<file path="config.mk">
export PLATFORM = sky130hd
export DESIGN_NAME = tdm_deser
export DESIGN_NICKNAME = d
export VERILOG_FILES = /design/src/rtl/tdm_deser.sv
export SDC_FILE = /design/constraint.sdc
export NUM_CORES = 1
export LEC_CHECK = 0
export ABC_AREA = 1
export CELL_PAD_IN_SITES_DETAIL_PLACEMENT = 1
export CELL_PAD_IN_SITES_GLOBAL_PLACEMENT = 1
export CORE_MARGIN = 4
export CORE_UTILIZATION = 28
export CTS_CLUSTER_SIZE = 14
export DETAILED_ROUTE_END_ITERATION = 7
export PLACE_DENSITY = 0.54
export SETUP_SLACK_MARGIN = 0.15
export SLEW_MARGIN = 0
export SYNTH_ARGS = -nofsm -noshare
export SYNTH_HDL_FRONTEND = slang
export SYNTH_SLANG_ARGS = --single-unit
</file>
<file path="constraint.sdc">
create_clock -name clk -period 2.26 [get_ports clk]
set_input_delay 0.452 -clock clk [delete_from_list [all_inputs] [get_ports clk]]
set_output_delay 0.452 -clock clk [all_outputs]
set_load 0.02 [all_outputs]
</file>
<file path="src/rtl/tdm_deser.sv">
// rtl/tdm_deser.sv - TDM-to-parallel deserializer with valid/ready frame output.
// Optional fs realignment checker enabled by defining TDM_FS_CHECK_EN.
module tdm_deser #(
    parameter int CHANNELS = 8,
    parameter int SLOT_W   = 32,
    parameter int DATA_W   = 24,
    parameter int EDGE_W   = 8
) (
    input  logic                         clk,
    input  logic                         rstn,
    input  logic                         enable,
    input  logic                         fs_delay,
    input  logic [EDGE_W-1:0]            clk_patt,
    input  logic [EDGE_W-1:0]            clk_mask,
    input  logic                         sclk,
    input  logic                         fs,
    input  logic                         tdmin,
    output logic                         out_valid,
    input  logic                         out_ready,
    output logic [CHANNELS*DATA_W-1:0]   out_data,
    output logic                         overrun,
    output logic                         frame_err
);
    localparam int FW = CHANNELS * DATA_W;
    localparam int BW = $clog2(SLOT_W);
    localparam int CW = (CHANNELS > 1) ? $clog2(CHANNELS) : 1;
    localparam logic [BW-1:0] BIT_LAST  = BW'(SLOT_W - 1);
    localparam logic [CW-1:0] SLOT_LAST = CW'(CHANNELS - 1);

    typedef enum logic [1:0] {IDLE, SYNC, RUN} state_t;
    state_t state, state_nxt;

    logic [EDGE_W-1:0] samp;
    logic              level, fs_prev, dly, frame_done;
    logic [BW-1:0]     bit_cnt, bit_base, bit_nxt;
    logic [CW-1:0]     slot_cnt, slot_base, slot_nxt;
    logic [FW-1:0]     shadow, shadow_base, shadow_nxt;
    logic              rise, fall, fs_rise, at_last;
    logic              restart, capture, done, fs_bad;

    assign rise    = !level && ((samp & clk_mask) == (clk_patt & clk_mask));
    assign fall    = level && ((samp & clk_mask) == (~clk_patt & clk_mask));
    assign fs_rise = rise && fs && !fs_prev;
    assign at_last = (bit_cnt == BIT_LAST) && (slot_cnt == SLOT_LAST);

`ifdef TDM_FS_CHECK_EN
    logic at_first, at_expect, fs_miss;
    // With a one-bit delay the fs rise lands on the last bit of the previous frame.
    assign at_first  = (bit_cnt == '0) && (slot_cnt == '0);
    assign at_expect = dly ? at_last : at_first;
    assign fs_bad    = (state == RUN) && fs_rise && !at_expect;
    assign fs_miss   = (state == RUN) && rise && !fs_rise && at_expect;
`else
    assign fs_bad = 1'b0;
`endif

    always_comb begin
        state_nxt = state;
        case (state)
            IDLE:    if (enable) state_nxt = SYNC;
            SYNC:    if (fs_rise) state_nxt = RUN;
            RUN:     state_nxt = RUN;
            default: state_nxt = IDLE;
        endcase
        if (!enable) state_nxt = IDLE;
    end

    always_comb begin
        restart     = ((state == SYNC) && fs_rise) || fs_bad;
        capture     = (restart && !dly) || ((state == RUN) && rise && !fs_bad);
        done        = (state == RUN) && rise && !fs_bad && at_last;
        bit_base    = restart ? '0 : bit_cnt;
        slot_base   = restart ? '0 : slot_cnt;
        shadow_base = restart ? '0 : shadow;
        bit_nxt     = bit_base;
        slot_nxt    = slot_base;
        shadow_nxt  = shadow_base;
        if (capture) begin
            // Shifting MSB-first leaves slot 0 in the top bits once the frame is full.
            if (32'(bit_base) < DATA_W) shadow_nxt = FW'({shadow_base, tdmin});
            if (bit_base == BIT_LAST) begin
                bit_nxt  = '0;
                slot_nxt = (slot_base == SLOT_LAST) ? '0 : slot_base + 1'b1;
            end else begin
                bit_nxt = bit_base + 1'b1;
            end
        end
    end

    always_ff @(posedge clk or negedge rstn) begin
        if (!rstn) state <= IDLE;
        else       state <= state_nxt;
    end

    always_ff @(posedge clk or negedge rstn) begin
        if (!rstn) begin
            samp    <= '0;
            level   <= 1'b0;
            fs_prev <= 1'b0;
        end else begin
            samp <= EDGE_W'({samp, sclk});
            if (rise)      level <= 1'b1;
            else if (fall) level <= 1'b0;
            if (rise) fs_prev <= fs;
        end
    end

    always_ff @(posedge clk or negedge rstn) begin
        if (!rstn) begin
            dly        <= 1'b0;
            bit_cnt    <= '0;
            slot_cnt   <= '0;
            shadow     <= '0;
            frame_done <= 1'b0;
            out_valid  <= 1'b0;
            out_data   <= '0;
            overrun    <= 1'b0;
        end else if (!enable) begin
            bit_cnt    <= '0;
            slot_cnt   <= '0;
            shadow     <= '0;
            frame_done <= 1'b0;
            out_valid  <= 1'b0;
            overrun    <= 1'b0;
        end else begin
            if (state == IDLE) dly <= fs_delay;
            bit_cnt    <= bit_nxt;
            slot_cnt   <= slot_nxt;
            shadow     <= shadow_nxt;
            frame_done <= done;
            overrun    <= 1'b0;
            if (frame_done) begin
                if (out_valid && !out_ready) begin
                    overrun <= 1'b1;
                end else begin
                    out_data  <= shadow;
                    out_valid <= 1'b1;
                end
            end else if (out_valid && out_ready) begin
                out_valid <= 1'b0;
            end
        end
    end

`ifdef TDM_FS_CHECK_EN
    always_ff @(posedge clk or negedge rstn) begin
        if (!rstn) frame_err <= 1'b0;
        else       frame_err <= enable && (fs_bad || fs_miss);
    end
`else
    assign frame_err = 1'b0;
`endif

endmodule

</file>
==> parameters.txt <==
Parameter                              Value

Setup path
  Endpoint of the worst-slack reg-to-reg timing path    shadow[70]
  CP Capture Type    flip-flop
  Worst reg2reg path depth    14
  Worst-path maximum fanout    8
  Crit Reg-Reg Startpoint    samp[4]
  Critical-path cell list    inv_2, nand3_2, nand2_2, nor2_4, nand3_4, nor2_4, nand4_4, buf_6, nand3_4, buf_12, nand2_8, clkbuf_16, o21ai_4, nor2_2
  Worst EP required    2.72 ns
  Data arrival time at the worst-slack endpoint    2.74 ns
  Crit path buffers/inverters    4
  Largest stage delay on the critical path    0.42 ns
  Worst setup SP type    flip-flop
  Setup slack of the most critical reg-to-reg path    -0.02 ns
  Largest delay contributor family on the critical path    simple AND/OR/NAND/NOR gates
  Crit path max-delay cell type    dfrtp_1
  Worst Setup Path Type    flip-flop to flip-flop

Outcome
  Result of the run    complete, but fails checks
  Violated checks    setup timing

Drt
  Count of vias placed by the detailed router    13734
  Total Wirelength    58200 um
  Uppermost layer routed    met4
  WL met1    27000 um
  Remaining DRCs    0
  Antenna-violating nets left    0
  1st-iter DRT viols    609
  Via/cell ratio    4.58
  Count of TritonRoute iterations in the first routing pass    5
  Length of routed met2 wiring    28000 um
  Final routed wire length divided by cell count    19.4 um
  Wire length on met3    2140 um

Synth
  Post-synthesis sequential element count    408
  Synthesis warning total    0
  Top cell type's share of synthesized area    57.6%
  Number of enable-type register cells in the synthesized netlist    0
  Adder-cell share of the synthesized area    0.494%
  Simple-gate portion of the synthesized area    15.6%
  Commonest register cell after synthesis    dfrtp_1
  Combinational family with the most area after synthesis    simple AND/OR/NAND/NOR gates
  Complex-gate fraction of the synthesized area    6.02%
  Syn_area_per_cell    9.68 um^2
  Part of the Yosys area used for sequential elements    57.6%
  Mux cell area share after synthesis    12.2%
  Synthesized Nets    1862
  Dominant cell by count in the synthesized netlist    dfrtp_1
  Post-synthesis cell type count    32
  Biggest area contributors in the synthesized netlist    dfrtp_1 (58%), mux2_2 (12%), nand2_1 (7.2%)
  Cell count after synthesis    1831
  Cell type contributing the most total cell area after synthesis    dfrtp_1
  Most numerous cell types in the synthesized netlist    dfrtp_1 (408), nand2_1 (338), inv_1 (217)
  Async S/R FF share, synth    100%
  XOR/XNOR share of the synthesized area    0.0989%
  Mapped cell area    17700 um^2

Global route
  GR Overflow Total    0
  First-pass GRT wire length    84700 um
  Number of antenna violations at the first check in global routing    2
  Global Route Usage Sum    15.5%
  Number of global-route vias before repair    14810
  Largest net degree at the start of global routing    66

STA
  RSZ-0062 raised after global routing    yes
  Transition time at the pin with the least slew margin    0.608 ns
  Final critical path time including I/O delays and setup    2.28 ns
  Highest clock frequency the design can meet    439 MHz
  Hold Violations, Final    0
  TNS Setup    -0.0188 ns
  Clock skew    0.0169 ns
  Max_slew headroom    59.4%
  Period utilization    101%
  Post-route setup slack    -0.0188 ns
  Max Slew Vio Count    0
  Count of endpoints failing setup in the final report    1

Clock tree
  CTS buffer count    49
  Clock Path Buffers    3
  Clock transition time at the flip-flop clock pins of the worst setup and hold paths    0.06 ns
  Number of H-tree levels    2
  Clk root buf    clkbuf_16
  Later-pin clock latency in the skew report    0.58 ns
  Clk sinks    408
  Clock tree from TritonCTS    yes

Placed design
  DP HPWL    34300 um
  Global placement routability congestion    0.763
  Quantity of I/O buffers inserted on ports    217

Floorplan
  Die extent in x    260 um
  Starting Density    28.5%
  I/O pin total    219
  Cell Rows    91
  Die Area    67400 um^2
  Placeable core region    62200 um^2
  Chip height    260 um

Power and ir drop
  Power consumption    16.7 mW
  Worst supply voltage drop on vdd    0.449 mV
  Power per cell area    681 nW/um^2
  Leakage power summed over all cells    12.6 nW

Flow run
  Max capacitance violation total    0

Cells and area
  Number of nets in the final layout    2152
  Share of layout cells above drive strength 1    24.2%
  Area grow syn2layout    38.4%

Min path
  Hold EP    samp[0]
  Path category of the worst min-delay check    input pin to flip-flop
  Startpoint of the most critical hold path    sclk
  Number of instances on the worst hold path    1
## how the worst max path moves through the flow
stage,slack [ns],from,to,cells past startpoint
2_1_floorplan,-0.03,clk_patt[7],bit_cnt[4],15
5_1_grt,-0.13,samp[4],shadow[70],14
3_3_place_gp,-0.45,clk_patt[2],bit_cnt[4],16
4_1_cts,0.08,samp[2],bit_cnt[4],14
6_report,-0.02,samp[4],shadow[70],14
3_5_place_dp,-0.58,clk_patt[5],bit_cnt[4],16
## final cells by class
cell class / count / area (um^2)
Multi-Input combinational cell: 1086 / 6590
Antenna cell: 1 / 2.50
Inverter: 219 / 856
Clock inverter: 14 / 206
Sequential cell: 408 / 10200
Clock buffer: 74 / 1390
Timing Repair inverter: 1 / 11.3
Timing Repair Buffer: 356 / 4200
Fill cell: 6908 / 37600
Tap cell: 837 / 1050
## metrics by stage
step / hold WS [ns] / utilization (%) / cell area (um^2) / setup slack [ns] / std cells
4_1_cts: 0.283 / 37.4 / 23300 / 0.0843 / 2950
6_report: 0.329 / 39.4 / 24500 / -0.0188 / 2996
5_1_grt: 0.299 / 39.4 / 24500 / -0.132 / 2995
3_5_place_dp: 0.380 / 34.6 / 21500 / -0.580 / 2854
2_1_floorplan: 0.156 / - / 17800 / -0.0347 / 1831
3_3_place_gp: 0.377 / 34.6 / 21500 / -0.450 / 2854
## timing repair
item	in CTS	in global routing
pin swaps	13	31
endpoints found under the hold margin	29	0
setup buffers	5	17
gates resized for setup	35	151
endpoints found under the setup margin	199	206
cloned	2	28
hold buffers	1	0
## kinds of logic after synthesis
logic type | Yosys count
buffers and inverters | 339
other | 1
xor gates and xnor gates | 2
DFF | 408
AOI/OAI and AO/OA | 211
and+or+nand+nor | 671
muxes | 192
adders and majority gates | 7
## worst register-to-register path, delay by kind of cell, from the launching register on
family | cells | cell delay (ns)
AO/OA/AOI/OAI | 1 | 0.16
buffers and inverters | 4 | 0.60
AND/OR/NAND/NOR | 9 | 1.00
flip-flops | 1 | 0.42
## sequential cells by signal, summed over array words and instances (netlist names)
signal,cells
out_valid,1
overrun,1
frame_done,1
samp,8
state,2
bit_cnt,5
fs_prev,1
slot_cnt,3
shadow,192
dly,1
out_data,192
level,1
## report_power, final
part,leakage [nW],internal (mW),switching [mW]
Clock,0.783,4.80,3.15
Sequential,5.67,7.43,0.0730
Combinational,6.18,0.447,0.790
## cell usage in the layout (no fill, tap or decap), drive strengths merged, types with 90 or more instances in the layout
master,synthesis,routed
clkbuf,63,93
inv,219,221
nand3,135,135
nand2,339,341
o21ai,90,90
clkdlybuf4s50,0,192
nor2,183,183
buf,57,121
a21oi,116,116
dfrtp,408,408
mux2,192,192
## layer usage
metal  vias to the layer above  track usage (%)
met5                         -                0
met4                         0             4.21
met3                        77             2.72
met2                       208             25.9
met1                      7027             20.9
li1                       6422                -
(Power assumes the default switching activity.)
